`config.mk`:
```
export PLATFORM = sky130hd
export DESIGN_NAME = lif_neuron_flat
export DESIGN_NICKNAME = d
export VERILOG_FILES = /design/src/rtl/lif_neuron_if.sv /design/src/rtl/lif_neuron.sv /design/src/flat_wrapper.sv
export SDC_FILE = /design/constraint.sdc
export NUM_CORES = 1
export LEC_CHECK = 0
export ABC_AREA = 0
export CORE_MARGIN = 2
export CORE_UTILIZATION = 40
export CTS_CLUSTER_SIZE = 20
export DETAILED_ROUTE_END_ITERATION = 7
export GPL_ROUTABILITY_DRIVEN = 0
export PLACE_DENSITY = 0.74
export SYNTH_ARGS = -nofsm -noshare
export SYNTH_HDL_FRONTEND = slang
export SYNTH_SLANG_ARGS = --single-unit
```
`constraint.sdc`:
```
create_clock -name clk -period 4.55 [get_ports clk]
set_clock_uncertainty 0.05 [all_clocks]
set_input_delay 0.6825 -clock clk [delete_from_list [all_inputs] [get_ports clk]]
set_output_delay 0.6825 -clock clk [all_outputs]
set_load 0.02 [all_outputs]
```
`src/rtl/lif_neuron_if.sv`:
```
// lif_neuron_if: time-step enable, presynaptic spike/weight inputs and the
// neuron's observable outputs, bundled for the leaky integrate-and-fire neuron.
//   en          - time-step enable (low freezes the neuron)
//   pre_spike   - NUM_PRE presynaptic spikes
//   weight      - packed weights; synapse 0 occupies the most-significant nibble
//   post_spike  - 1-cycle fire pulse
//   membrane    - membrane potential
//   refractory  - high while the neuron is refractory
//   spike_count - saturating fire counter (only with LIF_SPIKE_COUNT_EN)
// master: the side driving stimulus (upstream STDP / bench).
// slave : the neuron itself.
interface lif_neuron_if #(
  parameter int NUM_PRE = 4,
  parameter int W_WIDTH = 4,
  parameter int V_WIDTH = 8
);
  logic                       en;
  logic [NUM_PRE-1:0]         pre_spike;
  logic [NUM_PRE*W_WIDTH-1:0] weight;
  logic                       post_spike;
  logic [V_WIDTH-1:0]         membrane;
  logic                       refractory;
`ifdef LIF_SPIKE_COUNT_EN
  logic [7:0]                 spike_count;

  modport master (output en, pre_spike, weight,
                  input  post_spike, membrane, refractory, spike_count);
  modport slave  (input  en, pre_spike, weight,
                  output post_spike, membrane, refractory, spike_count);
`else
  modport master (output en, pre_spike, weight,
                  input  post_spike, membrane, refractory);
  modport slave  (input  en, pre_spike, weight,
                  output post_spike, membrane, refractory);
`endif
endinterface

```
`src/rtl/lif_neuron.sv`:
```
// lif_neuron: leaky integrate-and-fire postsynaptic neuron.
// Each enabled edge in INTEGRATE adds the weights of the active synapses to a
// leaky membrane potential (leak = v >> LEAK_SHIFT, saturating at the top).
// Crossing THRESHOLD emits a registered 1-cycle post_spike, clears the
// membrane and enters REFRACTORY for REFRACT_CYCLES enabled cycles.
// Ports:
//   clk  - clock
//   rst  - asynchronous active-high reset
//   nrn  - lif_neuron_if slave modport (en, pre_spike, weight in;
//          post_spike, membrane, refractory[, spike_count] out)
// Optional feature: define LIF_SPIKE_COUNT_EN to add an 8-bit saturating
// spike_count output incremented once per fire.
module lif_neuron #(
  parameter int NUM_PRE        = 4,
  parameter int W_WIDTH        = 4,
  parameter int V_WIDTH        = 8,
  parameter int THRESHOLD      = 32,
  parameter int LEAK_SHIFT     = 3,
  parameter int REFRACT_CYCLES = 4
) (
  input logic         clk,
  input logic         rst,
  lif_neuron_if.slave nrn
);

  localparam int SUM_W = V_WIDTH + 2;
  localparam int CNT_W = (REFRACT_CYCLES > 0) ? $clog2(REFRACT_CYCLES + 1) : 1;
  localparam logic [V_WIDTH-1:0] V_MAX = '1;

  typedef enum logic [0:0] {
    ST_INTEGRATE  = 1'b0,
    ST_REFRACTORY = 1'b1
  } state_t;

  state_t             state_r, state_nx;
  logic [V_WIDTH-1:0] membrane_r, membrane_nx;
  logic [CNT_W-1:0]   cnt_r, cnt_nx;
  logic               refr_r, refr_nx;
  logic               post_r, post_nx;
  logic [SUM_W-1:0]   sum_s;
  logic [SUM_W-1:0]   v_raw_s;
  logic [V_WIDTH-1:0] v_next_s;
  logic               fire_s;

  // Sum of weights on active synapses; synapse 0 sits in the top nibble.
  always_comb begin
    sum_s = '0;
    for (int i = 0; i < NUM_PRE; i++) begin
      if (nrn.pre_spike[i]) begin
        sum_s = sum_s + SUM_W'(nrn.weight[(NUM_PRE-1-i)*W_WIDTH +: W_WIDTH]);
      end else begin
        sum_s = sum_s;
      end
    end
  end

  // Leak, integrate and saturate; the wide intermediate cannot underflow
  // because the leak term is never larger than the membrane itself.
  always_comb begin
    v_raw_s = SUM_W'(membrane_r) - SUM_W'(membrane_r >> LEAK_SHIFT) + sum_s;
    if (v_raw_s > SUM_W'(V_MAX)) begin
      v_next_s = V_MAX;
    end else begin
      v_next_s = v_raw_s[V_WIDTH-1:0];
    end
    fire_s = (SUM_W'(v_next_s) >= SUM_W'(THRESHOLD));
  end

  // Next-state and next-output logic for the INTEGRATE/REFRACTORY FSM.
  always_comb begin
    state_nx    = state_r;
    membrane_nx = membrane_r;
    cnt_nx      = cnt_r;
    refr_nx     = refr_r;
    post_nx     = 1'b0;
    if (nrn.en) begin
      case (state_r)
        ST_INTEGRATE: begin
          if (fire_s) begin
            membrane_nx = '0;
            post_nx     = 1'b1;
            // A zero refractory period keeps integrating so back-to-back fires are possible.
            if (REFRACT_CYCLES == 0) begin
              state_nx = ST_INTEGRATE;
              refr_nx  = 1'b0;
              cnt_nx   = '0;
            end else begin
              state_nx = ST_REFRACTORY;
              refr_nx  = 1'b1;
              cnt_nx   = CNT_W'(REFRACT_CYCLES);
            end
          end else begin
            membrane_nx = v_next_s;
          end
        end
        ST_REFRACTORY: begin
          membrane_nx = '0;
          // Leaving on the edge that takes the counter to zero keeps refractory
          // high for exactly REFRACT_CYCLES enabled cycles.
          if (cnt_r <= CNT_W'(1)) begin
            cnt_nx   = '0;
            state_nx = ST_INTEGRATE;
            refr_nx  = 1'b0;
          end else begin
            cnt_nx = cnt_r - CNT_W'(1);
          end
        end
        default: begin
          state_nx    = ST_INTEGRATE;
          membrane_nx = '0;
          cnt_nx      = '0;
          refr_nx     = 1'b0;
        end
      endcase
    end else begin
      post_nx = 1'b0;
    end
  end

  // State and output registers.
  always_ff @(posedge clk or posedge rst) begin
    if (rst) begin
      state_r    <= ST_INTEGRATE;
      membrane_r <= '0;
      cnt_r      <= '0;
      refr_r     <= 1'b0;
      post_r     <= 1'b0;
    end else begin
      state_r    <= state_nx;
      membrane_r <= membrane_nx;
      cnt_r      <= cnt_nx;
      refr_r     <= refr_nx;
      post_r     <= post_nx;
    end
  end

  assign nrn.post_spike = post_r;
  assign nrn.membrane   = membrane_r;
  assign nrn.refractory = refr_r;

`ifdef LIF_SPIKE_COUNT_EN
  logic [7:0] spike_count_r;

  // Counts fires alongside the post_spike register, sticking at 255.
  always_ff @(posedge clk or posedge rst) begin
    if (rst) begin
      spike_count_r <= 8'd0;
    end else if (post_nx && (spike_count_r != 8'd255)) begin
      spike_count_r <= spike_count_r + 8'd1;
    end else begin
      spike_count_r <= spike_count_r;
    end
  end

  assign nrn.spike_count = spike_count_r;
`endif

endmodule

```
`src/flat_wrapper.sv`:
```
// flat-port wrapper written by rule: the top's interface ports become plain ports
module lif_neuron_flat 
#(
  parameter int NUM_PRE        = 4,
  parameter int W_WIDTH        = 4,
  parameter int V_WIDTH        = 8,
  parameter int THRESHOLD      = 32,
  parameter int LEAK_SHIFT     = 3,
  parameter int REFRACT_CYCLES = 4
)
  (clk, rst, nrn_en, nrn_pre_spike, nrn_weight, nrn_post_spike, nrn_membrane, nrn_refractory);
  lif_neuron_if #(.NUM_PRE(NUM_PRE), .W_WIDTH(W_WIDTH), .V_WIDTH(V_WIDTH)) nrn_i ();
  input logic clk;
  input logic rst;
  input wire logic [$bits(nrn_i.en)-1:0] nrn_en;
  input wire logic [$bits(nrn_i.pre_spike)-1:0] nrn_pre_spike;
  input wire logic [$bits(nrn_i.weight)-1:0] nrn_weight;
  output wire logic [$bits(nrn_i.post_spike)-1:0] nrn_post_spike;
  output wire logic [$bits(nrn_i.membrane)-1:0] nrn_membrane;
  output wire logic [$bits(nrn_i.refractory)-1:0] nrn_refractory;
  assign nrn_i.en = nrn_en;
  assign nrn_i.pre_spike = nrn_pre_spike;
  assign nrn_i.weight = nrn_weight;
  assign nrn_post_spike = nrn_i.post_spike;
  assign nrn_membrane = nrn_i.membrane;
  assign nrn_refractory = nrn_i.refractory;
  lif_neuron #(.NUM_PRE(NUM_PRE), .W_WIDTH(W_WIDTH), .V_WIDTH(V_WIDTH), .THRESHOLD(THRESHOLD), .LEAK_SHIFT(LEAK_SHIFT), .REFRACT_CYCLES(REFRACT_CYCLES)) u_core (.clk(clk), .rst(rst), .nrn(nrn_i));
endmodule
```
==> flow_summary.yaml <==
outcome:
  status: "complete, but fails checks"
  violations: "setup timing"
critical_path:
  cp_max_fo: 6
  cp.depth: 28
  arrival_ns: 5.20
  cp-end-kind: "flop"
  max_stage_delay_ns: 0.36
  crit_slowest_cell: "fa_2"
  critical_path.endpoint: "u_core.nrn.post_spike"
  required_ns: 4.64
  r2r-end: "u_core.nrn.post_spike"
  path_buf_inv: 5
  r2r_setup_slack_ns: 1.02
  critPathLaunch: "nrn_pre_spike[0]"
  path_delay_family: "adder cells"
  cp-start-kind: "primary input"
  r2r_start: "u_core.nrn.membrane[3]"
  reg2reg_depth: 13
  critical_path_class: "in2reg"
global_route:
  grt_max_degree: 15
  overflow: 0
  antenna_found_initial: 0
  grtUsageTotal: 0.191
  first_global_vias: 1862
  grt_pass1_wl_um: 8110
floorplanning:
  initial_core_util: 0.422
  fp.dieW_um: 72.2
  core-area_um2: 4410
  die-area_um2: 5220
  num_rows: 24
  die_h_um: 72.2
  pin_count: 33
drt:
  drt_iter0_markers: 40
  via_count: 1872
  wire_per_inst_um: 14.3
  ant_nets: 0
  viasPerCell: 5.39
  drt_wl_total_um: 4960
  drtPass1Iterations: 4
  drc: 0
pwr:
  power.share.clock: 0.070
  vdd_ir_drop_max_mv: 0.585
  p_int_mw: 0.966
  pwr-share-seq: 0.115
  combPwrFrac: 0.815
  finalPower_mw: 1.75
  sw_frac_of_total: 0.447
  powerDensity_nw_per_um2: 602
  switching_power_mw: 0.780
  power_leakage_nw: 1.36
logic_synthesis:
  synth-seq-area-share: 0.188
  synth.area.top_cells: "dfrtp_1 19%, ha_1 17%, xnor2_1 5.6%"
  yosysWarnings: 0
  yosysTopAreaCellShare: 0.188
  synth_area_per_cell_um2: 8.63
  netlist_area_um2: 1860
  synth_flop_cell: "dfrtp_1"
  synth_fp_nets: 269
  synth.largest_area_cell: "dfrtp_1"
  ys_types: 47
  synth_edf_count: 0
  syn_inst: 216
  synth-seq-cells: 14
  async_reset_ff_frac: 1.00
layout:
  antenna_cells: 0
  syn2layout_area_growth_pct: 55.7
  final_nets: 349
  stdcell_area_um2: 2900
  drive_gt1_frac: 0.353
  stdcell_count: 347
clocking:
  clkSinkCount: 14
  root_buffer: "clkbuf_8"
  cts_htree_levels: 1
  clk_pin_slew_worst_paths_ns: 0.06
  cts_buffer_depth: 2
  cts_buffers: 3
  clk_latency_ns: 0.25
  cts_tree: "yes"
placed_design:
  io_buffers: 32
  detailed_place_hpwl_um: 3760
  dp_cells: 329
  dpl_cell_area_um2: 2590
min_path:
  hold_depth: 1
  hp-class: "reg2reg"
timing:
  max_clock_freq_mhz: 196
  worstMarginPinSlew_ns: 0.543
  slew_headroom: 0.638
  holdWs_ns: 0.493
  rsz0062_at_grt: "true"
  post-route-min-period_ns: 5.11
  fin_ws_ns: -0.564
  tns_ns: -5.57
  post-route-period-util: 1.12
  drv_slew: 0
  hold_viol_final: 0
  setup_viol: 11
job:
  drv_cap: 0
==> cells by family (layout without fill, tap and decap cells) <==
logic type / count (synthesis) / in the layout / share of synthesized area
xor+xnor: 15 / 15 / 0.0705
flops: 14 / 14 / 0.188
mux: 11 / 11 / 0.0625
simple gates: 54 / 54 / 0.149
fa+ha+maj: 32 / 32 / 0.232
buf+inv: 29 / 108 / 0.0584
compound gates: 61 / 61 / 0.239
==> sequential cells by signal, indices dropped and copies added, names as in the netlist <==
name / count
u_core.nrn.membrane: 8
u_core.nrn.post_spike: 1
u_core.nrn.refractory: 1
u_core.cnt_r: 3
u_core.state_r: 1
==> worst reg2reg max path, stage by stage, from the launching register on <==
cell	delay (ns)
dfrtp_1	0.47
ha_1	0.24
inv_1	0.06
fa_1	0.42
a211oi_1	0.33
o21ai_0	0.17
xnor2_1	0.15
ha_1	0.30
or2_1	0.24
a2111o_1	0.42
o211ai_2	0.12
nand3_4	0.11
buf_4	0.18
and2_1	0.15
==> cells in the final DEF, fill, tap and decap left out, types with 6 or more instances in the layout <==
| master | count |
|---|---|
| a21o_1 | 9 |
| a21oi_1 | 6 |
| buf_4 | 43 |
| clkdlybuf4s50_1 | 27 |
| dfrtp_1 | 14 |
| ha_1 | 17 |
| ha_4 | 7 |
| inv_1 | 23 |
| nand2_1 | 13 |
| nor2_1 | 11 |
| xnor2_1 | 10 |
==> per-layer routing <==
metal  vias to the layer above  GRT usage  part of all wire
met4                         0     0.0755             0.031
met2                        43      0.350              0.52
met1                       882      0.231              0.42
li1                        934          -                 -
met3                        13     0.0153             0.030
met5                         -          0                 0
==> what timing repair did <==
action                                  4_1_cts  5_1_grt
pin swaps                                    26       27
hold buffers                                  0        0
endpoints found under the setup margin       11       11
resized for setup                            27       20
buffers inserted                              9        5
==> worst min-delay path by stage <==
stage	end	slack, ns	startpoint
final	u_core.cnt_r[0]	0.49	u_core.cnt_r[0]
after global placement	u_core.cnt_r[2]	0.48	u_core.cnt_r[2]
after floorplan	u_core.cnt_r[0]	0.45	u_core.cnt_r[0]
after CTS	u_core.cnt_r[2]	0.50	u_core.cnt_r[2]
after detailed placement	u_core.cnt_r[2]	0.48	u_core.cnt_r[2]
after global routing	u_core.nrn.membrane[2]	0.54	u_core.nrn.membrane[2]
==> synthesized netlist by cell type, drive strengths merged, types with 3 or more instances <==
library cell,number
xor2,3
dfrtp,14
a21o,9
inv,26
o211ai,4
ha,25
mux2i,6
nand3,7
mux2,5
fa,5
o21a,5
o22ai,4
a21oi,10
clkbuf,3
and2,5
nor2,11
o2bb2ai,3
xnor2,12
o21ai,10
nand2,14
or3,3
a211o,3
nor2b,5
==> stage by stage <==
stage | util | setup WS, ns
6_report | 0.657 | -0.564
4_1_cts | 0.628 | -0.518
3_3_place_gp | 0.587 | -1.25
2_1_floorplan | - | -0.393
3_5_place_dp | 0.587 | -1.36
5_1_grt | 0.657 | -0.808
==> final cells by class <==
| cell class | instances | area, um2 |
|---|---|---|
| Clock buffer | 4 | 55.1 |
| Fill cell | 348 | 1510 |
| Inverter | 26 | 97.6 |
| Multi-Input combinational cell | 173 | 1660 |
| Sequential cell | 14 | 350 |
| Tap cell | 52 | 65.1 |
| Timing Repair Buffer | 78 | 668 |
==> power groups by stage <==
stage               registers (mW)  clock network [mW]  logic [mW]
floorplan                    0.213                   0       0.820
global placement             0.200                   0        1.21
detailed placement           0.200                   0        1.24
CTS                          0.199               0.125        1.34
global route                 0.204               0.127        1.56
finish                       0.200               0.123        1.42
Power figures use the tool's default switching activity.
